--- config.mk ---
export PLATFORM = sky130hd
export DESIGN_NAME = i2s_sample_transmitter
export DESIGN_NICKNAME = d
export VERILOG_FILES = /design/src/rtl/i2s_pkg.sv /design/src/rtl/i2s_clock_gen.sv /design/src/rtl/i2s_sample_transmitter.sv
export SDC_FILE = /design/constraint.sdc
export NUM_CORES = 1
export LEC_CHECK = 0
export ABC_AREA = 1
export CAP_MARGIN = 10
export CORE_ASPECT_RATIO = 1.25
export CORE_MARGIN = 1
export CORE_UTILIZATION = 50
export DETAILED_ROUTE_END_ITERATION = 10
export GPL_TIMING_DRIVEN = 1
export HOLD_SLACK_MARGIN = 0.03
export PLACE_DENSITY = 0.71
export SLEW_MARGIN = 0
export SYNTH_ARGS = -nofsm -noshare
export SYNTH_HDL_FRONTEND = slang
export SYNTH_SLANG_ARGS = --single-unit
--- constraint.sdc ---
create_clock -name clk -period 1.61 [get_ports clk]
set_clock_uncertainty 0.15 [all_clocks]
set_input_delay 0.4025 -clock clk [delete_from_list [all_inputs] [get_ports clk]]
set_output_delay 0.4025 -clock clk [all_outputs]
set_load 0.005 [all_outputs]
--- src/rtl/i2s_pkg.sv ---
// rtl/i2s_pkg.sv - shared I2S frame geometry constants and divider helper
package i2s_pkg;

   localparam int SLOT_BITS   = 32;
   localparam int SAMPLE_BITS = 16;
   localparam int FRAME_SLOTS = 64;

   localparam int SLOT_W  = $clog2(SLOT_BITS);
   localparam int FRAME_W = $clog2(FRAME_SLOTS);
   localparam int IDX_W   = $clog2(SAMPLE_BITS);

   // System clocks per BCLK period for a 64-slot frame
   function automatic int bclk_div(input int clock_rate, input int sample_rate);
      return clock_rate / (sample_rate * FRAME_SLOTS);
   endfunction

endpackage

--- src/rtl/i2s_clock_gen.sv ---
// rtl/i2s_clock_gen.sv - free-running BCLK/LRCK generator with frame and bit strobes
module i2s_clock_gen
   import i2s_pkg::*;
#(
   parameter int DIV = 4
) (
   input  logic              clk,
   input  logic              I_RSTn,
   output logic [SLOT_W-1:0] slot,
   output logic              frame_start,
   output logic              bclk_fall,
   output logic              bclk,
   output logic              lrck
);

   localparam int               DIV_W    = (DIV > 2) ? $clog2(DIV) : 1;
   localparam logic [DIV_W-1:0] DIV_LAST = DIV_W'(DIV - 1);
   localparam logic [DIV_W-1:0] DIV_HALF = DIV_W'(DIV / 2);

   logic [DIV_W-1:0]   div_cnt;
   logic [DIV_W-1:0]   div_nxt;
   logic [FRAME_W-1:0] bit_cnt;
   logic [FRAME_W-1:0] bit_nxt;

   // Next divider/slot position; slot counter wraps naturally at 64
   always_comb begin
      div_nxt = div_cnt + 1'b1;
      bit_nxt = bit_cnt;
      if (div_cnt == DIV_LAST) begin
         div_nxt = '0;
         bit_nxt = bit_cnt + 1'b1;
      end
   end

   // Counters and clocks registered together so BCLK/LRCK track the counters exactly
   always_ff @(posedge clk or negedge I_RSTn) begin
      if (!I_RSTn) begin
         div_cnt <= '0;
         bit_cnt <= '0;
         bclk    <= 1'b0;
         lrck    <= 1'b0;
      end else begin
         div_cnt <= div_nxt;
         bit_cnt <= bit_nxt;
         bclk    <= (div_nxt >= DIV_HALF);
         lrck    <= bit_nxt[FRAME_W-1];
      end
   end

   assign slot        = bit_cnt[SLOT_W-1:0];
   assign bclk_fall   = (div_cnt == '0);
   assign frame_start = (div_cnt == '0) && (bit_cnt == '0);

endmodule

--- src/rtl/i2s_sample_transmitter.sv ---
// rtl/i2s_sample_transmitter.sv - mono sample to stereo I2S serializer with under/overrun flags
module i2s_sample_transmitter
   import i2s_pkg::*;
#(
   parameter int CLOCK_RATE  = 12288000,
   parameter int SAMPLE_RATE = 48000
) (
   input  logic                          clk,
   input  logic                          I_RSTn,
   input  logic                          audio_clk_en,
   input  logic signed [SAMPLE_BITS-1:0] sample_in,
   output logic                          i2s_bclk,
   output logic                          i2s_lrck,
   output logic                          i2s_sdata,
   output logic                          underrun,
   output logic                          overrun
);

   localparam int DIV = bclk_div(CLOCK_RATE, SAMPLE_RATE);
   localparam logic [SLOT_W-1:0] DATA_SLOTS = SLOT_W'(SAMPLE_BITS);

   generate
      if (DIV < 2 || (DIV % 2) != 0) begin : g_bad_div
         $error("i2s_sample_transmitter: CLOCK_RATE/(SAMPLE_RATE*64) must be even and >= 2");
      end
   endgenerate

   logic [SLOT_W-1:0]      slot;
   logic                   frame_start;
   logic                   bclk_fall;
   logic [SAMPLE_BITS-1:0] pending;
   logic                   pending_valid;
   logic [SAMPLE_BITS-1:0] shift_reg;
   logic                   tx_bit;

   i2s_clock_gen #(
      .DIV (DIV)
   ) u_clock_gen (
      .clk         (clk),
      .I_RSTn      (I_RSTn),
      .slot        (slot),
      .frame_start (frame_start),
      .bclk_fall   (bclk_fall),
      .bclk        (i2s_bclk),
      .lrck        (i2s_lrck)
   );

   // Slot 0 is the one-BCLK I2S delay; slots 1..16 carry the sample MSB first, the rest pad with 0
   always_comb begin
      tx_bit = 1'b0;
      if (slot != '0 && slot <= DATA_SLOTS)
         tx_bit = shift_reg[IDX_W'(DATA_SLOTS - slot)];
   end

   // Sample handoff: pending buffer feeds the frame register at each frame start
   always_ff @(posedge clk or negedge I_RSTn) begin
      if (!I_RSTn) begin
         pending       <= '0;
         pending_valid <= 1'b0;
         shift_reg     <= '0;
         i2s_sdata     <= 1'b0;
         underrun      <= 1'b0;
         overrun       <= 1'b0;
      end else begin
         underrun <= 1'b0;
         overrun  <= 1'b0;
         if (frame_start) begin
            if (pending_valid) begin
               shift_reg     <= pending;
               pending_valid <= 1'b0;
            end else begin
               underrun <= 1'b1;
            end
         end
         // A strobe on a frame start refills pending after the old value moved out above
         if (audio_clk_en) begin
            pending       <= sample_in;
            pending_valid <= 1'b1;
            if (pending_valid && !frame_start)
               overrun <= 1'b1;
         end
         if (bclk_fall)
            i2s_sdata <= tx_bit;
      end
   end

endmodule

==> results of run 1 <==
==> layer usage <==
layer,GRT usage,vias to the layer above,share of wire
met5,0,-,0
met4,0.0847,0,0.014
met3,0.0581,6,0.026
met2,0.320,24,0.54
met1,0.216,703,0.42
li1,-,789,-
==> what timing repair did <==
item | in CTS | in global routing
resized for setup | 12 | 14
buffers inserted | 2 | 3
setup endpoints to repair | 21 | 19
pin swaps | 0 | 7
cloned | 1 | 0
endpoints found under the hold margin | 15 | 0
hold buffers | 1 | 0
==> area by class of cell <==
type | instances | area share
clock buffers | 6 | 0.0267
clock inverters | 2 | 0.0129
inverters | 40 | 0.0570
multi-input cells | 136 | 0.310
flip-flops and latches | 44 | 0.405
well taps | 54 | 0.0248
repair buffers | 45 | 0.163
==> final timing paths <==
path | slack (ns) | depth (start not counted) | endpoint
worst min-delay path | 0.30 | 1 | u_clock_gen.div_cnt[0]
worst max register to register | -0.07 | 10 | i2s_sdata
worst min register to register | 0.30 | 1 | u_clock_gen.div_cnt[0]
min in group asynchronous | 0.40 | 2 | u_clock_gen.bclk
max in group asynchronous | 0.44 | 3 | shift_reg[13]
worst max-delay path | -0.07 | 10 | i2s_sdata
==> metrics by stage <==
step	worst slack, ns	instance area (um2)
floorplan	-0.00933	2090
global placement	-0.0161	2470
detailed placement	-0.0852	2470
CTS	-0.0510	2640
global route	-0.140	2720
finish	-0.0661	2720
==> cells in the mapped netlist <==
library cell / instances / area, um2
sky130_fd_sc_hd__buf_4: 1 / 7.51
sky130_fd_sc_hd__ha_1: 4 / 50.1
sky130_fd_sc_hd__dfrtp_1: 44 / 1100
sky130_fd_sc_hd__clkbuf_1: 3 / 11.3
sky130_fd_sc_hd__nand2_2: 6 / 37.5
sky130_fd_sc_hd__nor2_4: 1 / 11.3
sky130_fd_sc_hd__nor3_4: 1 / 16.3
sky130_fd_sc_hd__clkinv_1: 1 / 3.75
sky130_fd_sc_hd__nor2_1: 1 / 3.75
sky130_fd_sc_hd__xor2_1: 5 / 43.8
sky130_fd_sc_hd__inv_1: 38 / 143
sky130_fd_sc_hd__nor3_1: 5 / 25.0
sky130_fd_sc_hd__nand2_4: 1 / 11.3
sky130_fd_sc_hd__nand2_1: 61 / 229
sky130_fd_sc_hd__o21a_1: 1 / 7.51
sky130_fd_sc_hd__buf_6: 3 / 33.8
sky130_fd_sc_hd__buf_2: 1 / 5.00
sky130_fd_sc_hd__o21ai_2: 16 / 140
sky130_fd_sc_hd__xnor2_1: 2 / 17.5
sky130_fd_sc_hd__nand3_1: 14 / 70.1
sky130_fd_sc_hd__inv_2: 1 / 3.75
sky130_fd_sc_hd__o21ai_0: 18 / 90.1
==> power groups by stage <==
| stage | logic [mW] | registers [mW] | clock network, mW |
|---|---|---|---|
| 6_report | 0.206 | 1.19 | 0.807 |
| 5_1_grt | 0.241 | 1.20 | 0.877 |
| 4_1_cts | 0.207 | 1.19 | 0.827 |
| 3_5_place_dp | 0.205 | 1.22 | 0 |
| 3_3_place_gp | 0.197 | 1.21 | 0 |
| 2_1_floorplan | 0.105 | 1.21 | 0 |
==> logic make-up (layout without fill, tap and decap cells) <==
kind of cell | Yosys count | count (layout)
DFF | 44 | 44
AOI/OAI and AO/OA | 35 | 35
buffers and inverters | 48 | 93
and+or+nand+nor | 90 | 90
adders and majority gates | 4 | 4
xor gates and xnor gates | 7 | 7
==> critical path: cells and delay by family, from the launching register on <==
| family | cells | cell delay [ns] |
|---|---|---|
| XOR/XNOR | 1 | 0.16 |
| flip-flops | 1 | 0.40 |
| adder cells (fa/ha/maj) | 1 | 0.17 |
| AND/OR/NAND/NOR | 5 | 0.36 |
| buffers and inverters | 3 | 0.34 |
==> results.txt, run 1 <==
----------------------------------------------------
[Run status]
  Result of the run ... finished with violations
  Failing checks ... setup timing

[Power and ir drop]
  Logic pwr share ... 0.093
  Net switching power ... 0.480 mW
  Clock power share ... 0.366
  Leakage power of the design ... 1.38 nW
  PwrDens ... 811 nW/um2
  Sequential cell fraction of total power ... 0.541
  Peak ir drop on the vdd network ... 0.654 mV
  Sw Ratio ... 0.217
  Total chip power ... 2.21 mW
  Internal power of the cells ... 1.73 mW

[Detailed routing]
  Remaining design rule violation count ... 0
  Drt initial violations ... 20
  Total wire length after detailed routing ... 3.64 mm
  1st-pass router iterations ... 4
  Avg WL per Cell ... 11.1 um
  Detailed-route via count ... 1522
  Post-detailed-route via-to-cell ratio ... 4.65
  Number of nets with antenna violations after detailed routing ... 0

[Run]
  Max-cap check violation count ... 0

[Placed design]
  RD Place Congestion ... 0.892
  Count of input and output buffers ... 23
  Inst Count DP ... 312
  Detailed-placement wirelength estimate ... 2.49 mm

[Global routing]
  Vias in the first global route ... 1469
  Congestion Overflow GR ... 0
  First-pass GRT wire length ... 6.10 mm
  Antenna violations before repair ... 0
  Total global-route track usage ... 0.189
  Pin count of the biggest net entering global routing ... 33

[Finish]
  Share of post-route cells with drive strength above 1 ... 0.271
  Register area ... 1100 um2
  Most frequent standard cell in the layout excluding fill and tap cells ... sky130_fd_sc_hd__nand2_1
  Fillcell total ... 327
  Net count of the finished layout ... 295
  Multi-input gate area ... 845 um2
  Final std cells w/o fill ... 327
  Leading cell types in the layout, fill and taps excluded ... sky130_fd_sc_hd__nand2_1 (56), sky130_fd_sc_hd__dfrtp_1 (44), sky130_fd_sc_hd__inv_1 (36), sky130_fd_sc_hd__o21ai_0 (18), sky130_fd_sc_hd__clkdlybuf4s50_1 (17)
  Signed area change from the synthesized netlist to the final layout ... 31.9%
  Number of diodes added for antenna fixing ... 0
  Final design utilization ... 0.701

[Setup path]
  CP Cell Sequence ... clkinv_4, ha_4, buf_4, buf_6, xor2_2, nand3_1, nand3_2, nand2_2, nand2_1, nand2_1
  Most used cell along the critical path ... sky130_fd_sc_hd__nand2_1
  Classification of the worst setup path ... flop to flop
  Arrival time worst endpoint ... 1.72 ns
  Worst path required time ... 1.65 ns
  Slowest cell on the critical path ... sky130_fd_sc_hd__dfrtp_1
  Crit path launch ... u_clock_gen.bit_cnt[0]
  Largest incremental delay on the critical path ... 0.40 ns
  Crit Path Max Fanout ... 2
  R2r startpoint ... u_clock_gen.bit_cnt[0]
  Worst setup EP type ... flop
  Startpoint kind of the worst setup timing path ... flop

[STA]
  Slew at the pin closest to its max-slew limit ... 0.390 ns
  RSZ-0062 raised after global routing ... true
  Count of endpoints failing hold in the final timing report ... 0
  Post-layout worst setup margin ... -0.0661 ns
  Final setup TNS ... -0.552 ns
  Final number of setup-violating endpoints ... 17
  Final worst path period share ... 1.04
  Final period demand of the worst path ... 1.68 ns
  Final Hold Slack ... 0.302 ns
  Max-slew violation total from the final report ... 0
  Highest achievable clock rate ... 597 MHz
  Worst relative slew slack ... 0.740

[Hold path]
  Min-Delay Path Class ... flop to flop
  Origin of the worst min-delay path ... u_clock_gen.div_cnt[0]

[Logic synthesis]
  Portion of the post-synthesis area used by sequential elements ... 0.534
  Avg Cell Area, Syn ... 9.04 um2
  Synthesized net count ... 251
  Share of the synthesized area in compound gates (AO/OA/AOI/OAI) ... 0.115
  Flip-flop and latch count after synthesis ... 44
  Number of different library cells in the post-synthesis netlist ... 22
  Arithmetic-cell share of the synthesized area counting full adders, half adders and majority gates ... 0.0243
  Mapped Cells ... 228
  Synthesized cell area ... 2060 um2
  Post-synthesis mux area share ... 0
  Combinational family with the most area after synthesis ... simple AND/OR/NAND/NOR gates
  Simple-Gate Fraction of Synth Area ... 0.196
  Share of the synthesized netlist area taken by xor and xnor gates ... 0.0297
  Yosys warns ... 0

[Clock network]
  Num CTS Buffers ... 5
  Clock transition time at the flip-flop clock pins of the worst setup and hold paths ... 0.08 ns
  Number of H-tree levels ... 2
  Count of clock tree sinks ... 44
  TritonCTS clock tree ... done
  Cell at the root of the clock tree ... sky130_fd_sc_hd__clkbuf_8
  Clock latency of the later-clocked register in the worst-skew pair ... 0.30 ns
  Number of buffers on the longest clock path ... 2

[Floorplan]
  Die width ... 59.4 um
  Total I/O pin count ... 24
  Vertical die dimension ... 73.8 um
  Die Outline Area ... 4390 um2
  # rows ... 25
  Initial core utilization ... 0.532
  Core Box Area ... 3880 um2

----------------------------------------------------
Note: power is estimated with default switching activity, not from simulation.
==> run 2, diff against run 1 <==
Settings changed: CAP_MARGIN 10 to 20, CORE_ASPECT_RATIO 1.25 to not set.
==> results.txt, run 2 (synthesized netlist as in run 1, its figures left out) <==
----------------------------------------------------
[Run status]
  Result of the run ... finished with violations
  Failing checks ... setup timing

[Global routing]
  Antenna violations before repair ... 0
  Congestion Overflow GR ... 0
  Total global-route track usage ... 0.195
  Pin count of the biggest net entering global routing ... 33
  First-pass GRT wire length ... 6.24 mm
  Vias in the first global route ... 1444

[Setup path]
  Startpoint kind of the worst setup timing path ... flop
  Worst path required time ... 1.65 ns
  Worst setup EP type ... flop
  Reg2Reg Depth ... 10
  Classification of the worst setup path ... flop to flop
  Crit Path Max Fanout ... 2
  Arrival time worst endpoint ... 1.71 ns

[STA]
  Final setup TNS ... -0.513 ns
  Post-layout worst setup margin ... -0.0581 ns
  Final worst path period share ... 1.04
  Count of endpoints failing hold in the final timing report ... 0
  Final number of setup-violating endpoints ... 17
  Slew at the pin closest to its max-slew limit ... 0.409 ns
  Highest achievable clock rate ... 599 MHz
  Max-slew violation total from the final report ... 0
  RSZ-0062 raised after global routing ... true
  Worst relative slew slack ... 0.728
  Final period demand of the worst path ... 1.67 ns

[Detailed routing]
  Remaining design rule violation count ... 0
  1st-pass router iterations ... 4
  Avg WL per Cell ... 11.6 um
  Number of nets with antenna violations after detailed routing ... 0
  Total wire length after detailed routing ... 3.65 mm
  Detailed-route via count ... 1509
  Post-detailed-route via-to-cell ratio ... 4.79
  Drt initial violations ... 59

[Finish]
  Net count of the finished layout ... 290
  Signed area change from the synthesized netlist to the final layout ... 28.3%
  Most frequent standard cell in the layout excluding fill and tap cells ... sky130_fd_sc_hd__nand2_1
  Leading cell types in the layout, fill and taps excluded ... sky130_fd_sc_hd__nand2_1 (58), sky130_fd_sc_hd__dfrtp_1 (44), sky130_fd_sc_hd__inv_1 (36), sky130_fd_sc_hd__o21ai_0 (18), sky130_fd_sc_hd__clkdlybuf4s50_1 (17)
  Fillcell total ... 298
  Share of post-route cells with drive strength above 1 ... 0.236
  Design Area, Final ... 2650 um2
  Number of diodes added for antenna fixing ... 0

[Clock network]
  Count of clock tree sinks ... 44
  Number of H-tree levels ... 2
  Clock latency of the later-clocked register in the worst-skew pair ... 0.30 ns
  TritonCTS clock tree ... done
  Number of buffers on the longest clock path ... 2
  Cell at the root of the clock tree ... sky130_fd_sc_hd__clkbuf_8
  Clock transition time at the flip-flop clock pins of the worst setup and hold paths ... 0.08 ns
  Num CTS Buffers ... 5

[Floorplan]
  Die Outline Area ... 4390 um2
  Core Box Area ... 3800 um2
  Vertical die dimension ... 66.2 um
  Die width ... 66.2 um
  Total I/O pin count ... 24
  # rows ... 22
  Initial core utilization ... 0.543

[Power and ir drop]
  Leakage power of the design ... 1.34 nW
  PwrDens ... 774 nW/um2
  Peak ir drop on the vdd network ... 0.460 mV

[Placed design]
  Detailed-placement wirelength estimate ... 2.36 mm
  RD Place Congestion ... 0.854
  Count of input and output buffers ... 23
  Placed Instance Area ... 2440 um2

[Hold path]
  Min-Delay Path Class ... flop to flop
  Number of cells on the worst hold path ... 1

[Run]
  Max-cap check violation count ... 0

----------------------------------------------------
run 2: metal layers:
metal,vias up,GRT usage,wire [um]
li1,773,-,-
met1,692,0.230,1630
met2,37,0.327,1810
met3,7,0.0569,140
met4,0,0.0851,68
met5,-,0,0
run 2: path summary, 6_finish.rpt:
check                                         endpoint  slack (ns)                    from
worst max-delay path                         i2s_sdata       -0.06  u_clock_gen.bit_cnt[0]
worst min-delay path            u_clock_gen.div_cnt[0]        0.31  u_clock_gen.div_cnt[0]
worst max register to register               i2s_sdata       -0.06  u_clock_gen.bit_cnt[0]
worst min register to register  u_clock_gen.div_cnt[0]        0.31  u_clock_gen.div_cnt[0]
max in group asynchronous                  pending[13]        0.42                  I_RSTn
min in group asynchronous             u_clock_gen.bclk        0.41                  I_RSTn
run 2: area by class of cell:
class	count	area (um2)	share of cell area
clock buffer	6	72.6	0.0274
inverter	40	155	0.0587
sequential	44	1100	0.416
multi-input combinational	136	841	0.318
clock inverter	1	5.00	0.00189
tap	48	60.1	0.0227
timing repair buffer	40	410	0.155
run 2: worst max-delay path: stages (launching register included):
cell                       delay (ns)
sky130_fd_sc_hd__dfrtp_1         0.40
sky130_fd_sc_hd__clkinv_4        0.07
sky130_fd_sc_hd__ha_4            0.17
sky130_fd_sc_hd__buf_4           0.13
sky130_fd_sc_hd__buf_6           0.13
sky130_fd_sc_hd__xor2_4          0.16
sky130_fd_sc_hd__nand3_1         0.11
sky130_fd_sc_hd__nand3_2         0.09
sky130_fd_sc_hd__nand2_2         0.06
sky130_fd_sc_hd__nand2_2         0.05
sky130_fd_sc_hd__nand2_1         0.04
run 2: what timing repair did:
action | 4_1_cts | 5_1_grt
cloned | 1 | 0
pin swaps | 0 | 5
endpoints found under the hold margin | 16 | 0
gates resized for setup | 7 | 14
endpoints found under the setup margin | 21 | 18
setup buffers | 2 | 1
hold buffers | 1 | 0
run 2: metrics by stage:
| step | instances | hold WS, ns | setup slack (ns) | util | total power [mW] |
|---|---|---|---|---|---|
| global route | 315 | 0.343 | -0.155 | 0.696 | 2.15 |
| finish | 315 | 0.314 | -0.0581 | 0.696 | 2.05 |
| CTS | 314 | 0.320 | -0.0476 | 0.675 | 2.06 |
| global placement | 303 | 0.209 | -0.0116 | 0.642 | 1.41 |
| detailed placement | 303 | 0.206 | -0.0500 | 0.642 | 1.42 |
| floorplan | 228 | -0.0431 | -0.00933 | - | 1.31 |
run 2: power breakdown:
part	internal [mW]	switching, mW	total, mW
clock network	0.295	0.351	0.646
registers	1.17	0.0262	1.19
logic	0.0992	0.108	0.207
total	1.56	0.485	2.05
